--- src/rtl/clk_gen_param.sv ---
// -----------------------------------------------------------------------------
// clk_gen_param
//   Clock generator running entirely on clk16f. It produces a bank of gated
//   power-of-two divided clocks, one programmable-ratio divided clock, a sync
//   marker on the common falling edge of the power-of-two bank, and a lock flag.
//   Every output is taken straight from a flop.
//
// Parameters
//   DIV0_LOG2  log2 of the channel 0 divide ratio (channel i divides by
//              2^(DIV0_LOG2+i)); must be >= 1
//   N_OUT      number of power-of-two channels
//   RATIO_W    width of the programmable ratio; must be >= 2
//
// Ports
//   clk16f      in   sole clock, rising edge
//   reset_L     in   synchronous active-low reset
//   en          in   per-channel enable request, applied at period boundaries
//   ratio       in   requested divide ratio for clk_prog
//   ratio_ld    in   one-cycle strobe capturing ratio
//   clk_div     out  gated power-of-two divided clocks
//   clk_prog    out  programmable-ratio divided clock
//   ratio_err   out  sticky: last loaded ratio was rejected (0 or 1)
//   sync_pulse  out  one cycle wide, marks the common falling edge of clk_div
//   locked      out  set once the slowest channel completes one period
// -----------------------------------------------------------------------------
module clk_gen_param #(
    parameter int DIV0_LOG2 = 2,
    parameter int N_OUT     = 3,
    parameter int RATIO_W   = 8
) (
    input  logic               clk16f,
    input  logic               reset_L,
    input  logic [N_OUT-1:0]   en,
    input  logic [RATIO_W-1:0] ratio,
    input  logic               ratio_ld,
    output logic [N_OUT-1:0]   clk_div,
    output logic               clk_prog,
    output logic               ratio_err,
    output logic               sync_pulse,
    output logic               locked
);

    // The shared counter spans the slowest channel, so it wraps freely.
    localparam int CW = DIV0_LOG2 + N_OUT - 1;

    localparam logic [CW-1:0]      CNT_ONE = {{(CW-1){1'b0}}, 1'b1};
    localparam logic [RATIO_W-1:0] P_ONE   = {{(RATIO_W-1){1'b0}}, 1'b1};
    localparam logic [RATIO_W-1:0] R_MIN   = {{(RATIO_W-2){1'b0}}, 2'b10};

    logic [CW-1:0]      cnt;
    logic [CW-1:0]      cnt_next;
    logic [N_OUT-1:0]   en_q;
    logic [N_OUT-1:0]   en_q_next;
    logic [N_OUT-1:0]   raw_next;
    logic [N_OUT-1:0]   at_bound;
    logic [N_OUT-1:0]   clk_div_next;

    logic [RATIO_W-1:0] pcnt;
    logic [RATIO_W-1:0] pcnt_inc;
    logic [RATIO_W-1:0] pcnt_next;
    logic [RATIO_W-1:0] r_act;
    logic [RATIO_W-1:0] r_act_next;
    logic [RATIO_W-1:0] pend;
    logic [RATIO_W-1:0] pend_next;
    logic [RATIO_W-1:0] half_next;
    logic               pend_vld;
    logic               pend_vld_next;
    logic               wrap;
    logic               clk_prog_next;
    logic               ratio_err_next;
    logic               sync_next;
    logic               locked_next;

    assign cnt_next = cnt + CNT_ONE;

    // Channel i is high in the upper half of its period: that is simply the
    // top bit of the counter modulo D_i. The enable is re-sampled only while
    // the counter sits at the start of the channel's period, i.e. inside the
    // low phase, so a change can never clip or create a high phase.
    for (genvar gi = 0; gi < N_OUT; gi++) begin : g_ch
        localparam int LG = DIV0_LOG2 + gi;
        assign raw_next[gi] = cnt_next[LG-1];
        assign at_bound[gi] = (cnt[LG-1:0] == '0);
    end

    always_comb begin
        en_q_next = en_q;
        for (int i = 0; i < N_OUT; i++) begin
            if (at_bound[i]) begin
                en_q_next[i] = en[i];
            end
        end
        clk_div_next = raw_next & en_q_next;
        sync_next    = (cnt_next == '0);
        locked_next  = locked | sync_next;

        pcnt_inc  = pcnt + P_ONE;
        wrap      = (pcnt_inc == r_act);
        pcnt_next = wrap ? '0 : pcnt_inc;

        r_act_next     = r_act;
        pend_next      = pend;
        pend_vld_next  = pend_vld;
        ratio_err_next = ratio_err;

        // The wrap consumes whatever was pending before this edge; a load on
        // the same edge is queued behind it for the following wrap.
        if (wrap && pend_vld) begin
            r_act_next     = pend;
            pend_vld_next  = 1'b0;
            ratio_err_next = 1'b0;
        end

        if (ratio_ld) begin
            if (ratio < R_MIN) begin
                pend_vld_next  = 1'b0;
                ratio_err_next = 1'b1;
            end else begin
                pend_next     = ratio;
                pend_vld_next = 1'b1;
            end
        end

        // Low for ceil(R/2) counts, high for floor(R/2).
        half_next     = (r_act_next >> 1) + {{(RATIO_W-1){1'b0}}, r_act_next[0]};
        clk_prog_next = (pcnt_next >= half_next);
    end

    always_ff @(posedge clk16f) begin
        if (!reset_L) begin
            cnt        <= '0;
            en_q       <= '0;
            clk_div    <= '0;
            sync_pulse <= 1'b0;
            locked     <= 1'b0;
            pcnt       <= '0;
            r_act      <= R_MIN;
            pend       <= '0;
            pend_vld   <= 1'b0;
            clk_prog   <= 1'b0;
            ratio_err  <= 1'b0;
        end else begin
            cnt        <= cnt_next;
            en_q       <= en_q_next;
            clk_div    <= clk_div_next;
            sync_pulse <= sync_next;
            locked     <= locked_next;
            pcnt       <= pcnt_next;
            r_act      <= r_act_next;
            pend       <= pend_next;
            pend_vld   <= pend_vld_next;
            clk_prog   <= clk_prog_next;
            ratio_err  <= ratio_err_next;
        end
    end

endmodule

--- config.mk ---
export PLATFORM = sky130hd
export DESIGN_NAME = clk_gen_param
export DESIGN_NICKNAME = d
export VERILOG_FILES = /design/src/rtl/clk_gen_param.sv
export SDC_FILE = /design/constraint.sdc
export NUM_CORES = 1
export LEC_CHECK = 0
export BUFFER_PORTS_ARGS = -buffer_cell sky130_fd_sc_hd__buf_4
export CAP_MARGIN = 20
export CORE_MARGIN = 2
export CORE_UTILIZATION = 23
export DETAILED_ROUTE_END_ITERATION = 6
export PLACE_DENSITY_LB_ADDON = 0.05
export SYNTH_ARGS = -nofsm -noshare
export SYNTH_HDL_FRONTEND = slang
export SYNTH_SLANG_ARGS = --single-unit
--- constraint.sdc ---
create_clock -name clk16f -period 4.75 [get_ports clk16f]
set_input_delay 0.475 -clock clk16f [delete_from_list [all_inputs] [get_ports clk16f]]
set_output_delay 0.475 -clock clk16f [all_outputs]
set_load 0.02 [all_outputs]
* Word-level counts from Yosys, hierarchy flattened
Cells that the tools add are included.
Storage, ports and cells: register bits 39, bits of input ports 14, output and inout bits 7, word-level logic and storage cells 38
Cells by class: add/subtract/negate cells 3, $lt $le $gt $ge 2, equal/unequal tests 1, muxes and demuxes 11, bitwise gates (word level) 3, reduce and logical (&&, ||, !) cells 7
Operators by type and width (number):
- $mux W8 | 2
- $mux W1 | 9
- $add A7 B1 Y8 | 1
- $add A8 B1 Y8 const B | 1
- $eq A8 B8 Y1 | 1
- $ge A8 B8 Y1 | 1
- $logic_not A4 Y1 | 2
- $lt A8 B2 Y1 const B | 1
- $add A4 B1 Y4 const B | 1
- $and A3 B3 Y3 | 1
- $logic_not A3 Y1 | 1
- $logic_not A2 Y1 | 1
- $reduce_and A2 Y1 | 1
- $reduce_bool A2 Y1 | 1
- $logic_and A1 B1 Y1 | 1
- $not A1 Y1 | 1
- $or A1 B1 Y1 | 1

* Logic depth before layout (Yosys ltp)
depth in word-level cells 6, mapped depth 19, mapped depth without buffers 18

* Least setup slack after synthesis
Ideal clock, no wire load.
path type register to register, from register pcnt[0], to register clk_prog, setup time 128 ps, data arrival time 3414 ps, required time 4622 ps, setup slack 1209 ps, stages on the path, launching flop included 20, path buffers 1, period minus slack after synthesis 3541 ps, path through dfxtp_1 > ha_1 > xor3_1 > nor3_1 > nand3_1 > and4bb_1 > buf_4 > nand2_4 > mux2_2 > ha_1 > and3_1 > xnor2_1 > nand2_1 > o21ai_0 > ha_1 > a21o_1 > a21oi_1 > o21ai_0 > a21oi_1 > nor2_1
On the way: longest elaborated chain between the ends 6, elaborated cells on any way between the ends 7, those cells by class 2 x add/sub; 1 x order compare; 1 x eq/ne; 2 x mux; 1 x reduce/logical
Ends and longest elaborated chain:
- start, declared | line 58 | logic [RATIO_W-1:0] pcnt;
- start signal, assigned | line 148 | pcnt <= pcnt_next;
- $add A8 B1 Y8 | line 97 | pcnt_inc = pcnt + P_ONE;
- $eq A8 B8 Y1 | line 98 | wrap = (pcnt_inc == r_act);
- $logic_and A1 B1 Y1 | line 108 | if (wrap && pend_vld) begin
- $mux W8 | line 108
- via r_act_next[0] | line 62 | logic [RATIO_W-1:0] r_act_next;
- $add A7 B1 Y8 | line 125 | half_next = (r_act_next >> 1) + {{(RATIO_W-1){1'b0}}, r_act_next[0]};
- $ge A8 B8 Y1 | line 126 | clk_prog_next = (pcnt_next >= half_next);
- end signal, assigned | line 152 | clk_prog <= clk_prog_next;
- end, declared | line 37 | output logic clk_prog,
The timed path passes the listed nets, and every way through them passes these cells. A chain may end at the register's enable or synchronous reset.

* Final worst setup path
Ends and elaborated chain as after synthesis.

==> impl_metrics.tcl <==
set metrics [dict create \
    rows 34 \
    post-cts-setup-buffers 0 \
    die_w_um 98.6 \
    core_region_area_mm2 0.00868 \
    cts_tree "built" \
    numCtsBuffers 5 \
    postLayoutCoreUtil 0.279 \
    yosysTopAreaCellShare 0.380 \
    slowest_delay_ns 0.42 \
    finalCriticalPeriod_ns 4.03 \
    portBuffers 20 \
    grt_pass1_wl_um 7910 \
    setup_slack_ns 0.715 \
    combPwrFrac 0.231 \
    ys_ff_latch 39 \
    htreeDepth 2 \
    synth_area_mm2 0.00206 \
    clk_path_buf_depth 2 \
    max_freq_ghz 0.248 \
    die-area_mm2 0.00972 \
    gp_congestion 0.719 \
    p_clk_frac 0.345 \
    avgViaCountPerCell 4.36 \
    crit_chain "ha_1, xor3_1, nor3_1, nand3_1, and4bb_1, nand2_4, mux2_2, ha_1, and3_1, xnor2_1, nand2_1, o21ai_0, ha_1, a21o_1, a21oi_1, o21ai_0, a21oi_1, nor2_1" \
    status "completed" \
    cts_resized 0 \
    power_density_mw_per_mm2 362 \
    max_cap_violations 0 \
    yosys.area.top_type "dfxtp_1" \
    async_flop_share 0 \
    drcViolationCount 0 \
    synth.cells.most_frequent "dfxtp_1 (39), nor2_1 (34), nand2_1 (27)" \
    critPathKind "flip-flop to flip-flop" \
    finalCritPeriodShare 0.849 \
    clk_pin_slew_worst_paths_ns 0.08 \
    seqPwrFrac 0.423 \
    preCtsSetupSlack_ns 0.692 \
    final.setup_skew_ns 0.00367 \
    crit_path_end_kind "flip-flop" \
    syn_area_per_cell_um2 8.72 \
    fill_cells 963 \
    grt_start_max_net_pins 27 \
    synthFlopType "dfxtp_1" \
    ctsHoldBuffers 0 \
    multi_input_area_mm2 0.00121 \
    start_util 0.237 \
    cp-start-kind "flip-flop" \
    final_max_slew_viol_count 0 \
    root_buffer "clkbuf_8" \
    ios 21 \
    worstPathRequired_ns 4.92 \
    hp-class "input port to flip-flop" \
    clkLatencyLatePin_ns 0.30 \
    sw_frac_of_total 0.294 \
    wl_per_cell_um 13.1 \
    switchingPower_uw 258 \
    vias 1586 \
    drt_iter0_markers 35 \
    tns_ns 0 \
    crit_path_frequent_cell "ha_1" \
    critPathSlowestCell "dfxtp_1" \
    worst_pin_slew_ns 0.744 \
    cp_data_arrival_time_ns 4.20 \
    dp_hpwl_um 3520 \
    die_h_um 98.6 \
    postRouteAntennaNets 0 \
    final_area_mm2 0.00242 \
    grt_usage 0.104 \
    synthCells 236 \
    drive_gt1_frac 0.133 \
    cts_sinks 39 \
    final-seq-area_um2 781 \
    grt_setup_unrepaired "false" \
    hold_violations 0 \
    antenna_found_initial 0 \
    irDropWorstVdd_uv 103 \
    nets 282 \
    syn-num-nets 263 \
    antenna_cells 0 \
    slew_headroom 0.501 \
    syn_to_final_growth_pct 17.7 \
    yosysSeqAreaShare 0.380 \
    grt_pass1_vias 1594 \
    synth_most_common_cell "dfxtp_1" \
    synth-edff-count 0 \
    post_synth_num_cell_types 39 \
    overflow 0 \
    finalSetupViolCount 0 \
    p_int_uw 619 \
    placed_area_mm2 0.00230 \
    path_max_fanout 21 \
    drt_pre_antenna_iters 4 \
    wl_um 4760 \
    synth_area_leaders "dfxtp_1 (38%), ha_1 (7.9%), nor2_1 (6.2%), xnor2_1 (6.0%), nand2_1 (4.9%)" \
    p_leak_uw 0.00101 \
    synth_warnings 0 \
]
==> path summary, 6_finish.rpt <==
kind | slack [ns] | from | end | cells after the start
worst max-delay path | 0.72 | pcnt[0]$_SDFF_PN0_ | clk_prog$_SDFF_PN0_ | 18
worst max register to register | 0.72 | pcnt[0]$_SDFF_PN0_ | clk_prog$_SDFF_PN0_ | 18
worst min register to register | 0.47 | pend[1]$_SDFFE_PN0P_ | pend[1]$_SDFFE_PN0P_ | 2
worst min-delay path | 0.40 | ratio[0] | pend[0]$_SDFFE_PN0P_ | 3
==> routing by layer <==
| layer | vias to the layer above | routed length (um) | track usage |
|---|---|---|---|
| met1 | 725 | 2270 | 0.129 |
| met4 | 0 | 66 | 0.0348 |
| met3 | 7 | 130 | 0.0270 |
| met2 | 17 | 2290 | 0.176 |
| li1 | 837 | - | - |
| met5 | - | 0 | 0 |
==> flip-flops by register name, indices dropped and copies added (netlist names) <==
signal / cells
clk_div: 3
pend_vld: 1
en_q: 3
locked: 1
ratio_err: 1
pend: 8
clk_prog: 1
sync_pulse: 1
cnt: 4
r_act: 8
pcnt: 8
==> power by group through the flow <==
stage          registers (uW)  logic, uW  clock network [uW]
5_1_grt                   375        230                 328
6_report                  371        203                 303
3_3_place_gp              381        208                   0
2_1_floorplan             377        155                   0
4_1_cts                   372        209                 313
3_5_place_dp              380        207                   0
==> cell families (layout without fill, tap and decap cells) <==
group,count (synthesis),count (layout),synth area share
simple gates,105,105,0.243
compound gates,31,31,0.0906
fa+ha+maj,13,13,0.0791
xor+xnor,26,26,0.131
flops,39,39,0.380
buf+inv,13,33,0.0316
mux,9,9,0.0450
==> per-stage QoR <==
stage | power [uW] | cells | hold WS [ns]
after floorplan | 532 | 236 | 0.430
after global placement | 589 | 356 | 0.449
after detailed placement | 587 | 356 | 0.452
after CTS | 895 | 364 | 0.396
after global routing | 933 | 364 | 0.419
final | 877 | 364 | 0.400
==> cell type report <==
type	instances	area share
Sequential cell	39	0.322
Timing Repair Buffer	21	0.0651
Clock buffer	6	0.0341
Tap cell	108	0.0558
Multi-Input combinational cell	184	0.500
Inverter	4	0.00620
Clock inverter	2	0.0160
==> worst max-delay path, delay by kind of cell (launching register included) <==
| family | cells | cell delay, ns |
|---|---|---|
| and+or+nand+nor | 7 | 1.17 |
| muxes | 1 | 0.35 |
| DFF | 1 | 0.42 |
| adders and majority gates | 3 | 0.88 |
| AOI/OAI and AO/OA | 5 | 0.61 |
| xor gates and xnor gates | 2 | 0.46 |
==> layout by cell type (no fill, tap or decap), drive strengths merged, types with 5 or more instances in the layout <==
master	netlist	routed
nor2	34	34
nand3	14	14
a21oi	15	15
nand2	28	28
dfxtp	39	39
mux2i	7	7
buf	3	21
o21ai	5	5
xor2	9	9
ha	13	13
xnor2	14	14
nor3	5	5
clkbuf	6	6
and2	5	5
No activity file was read; power rests on OpenSTA's default activity.
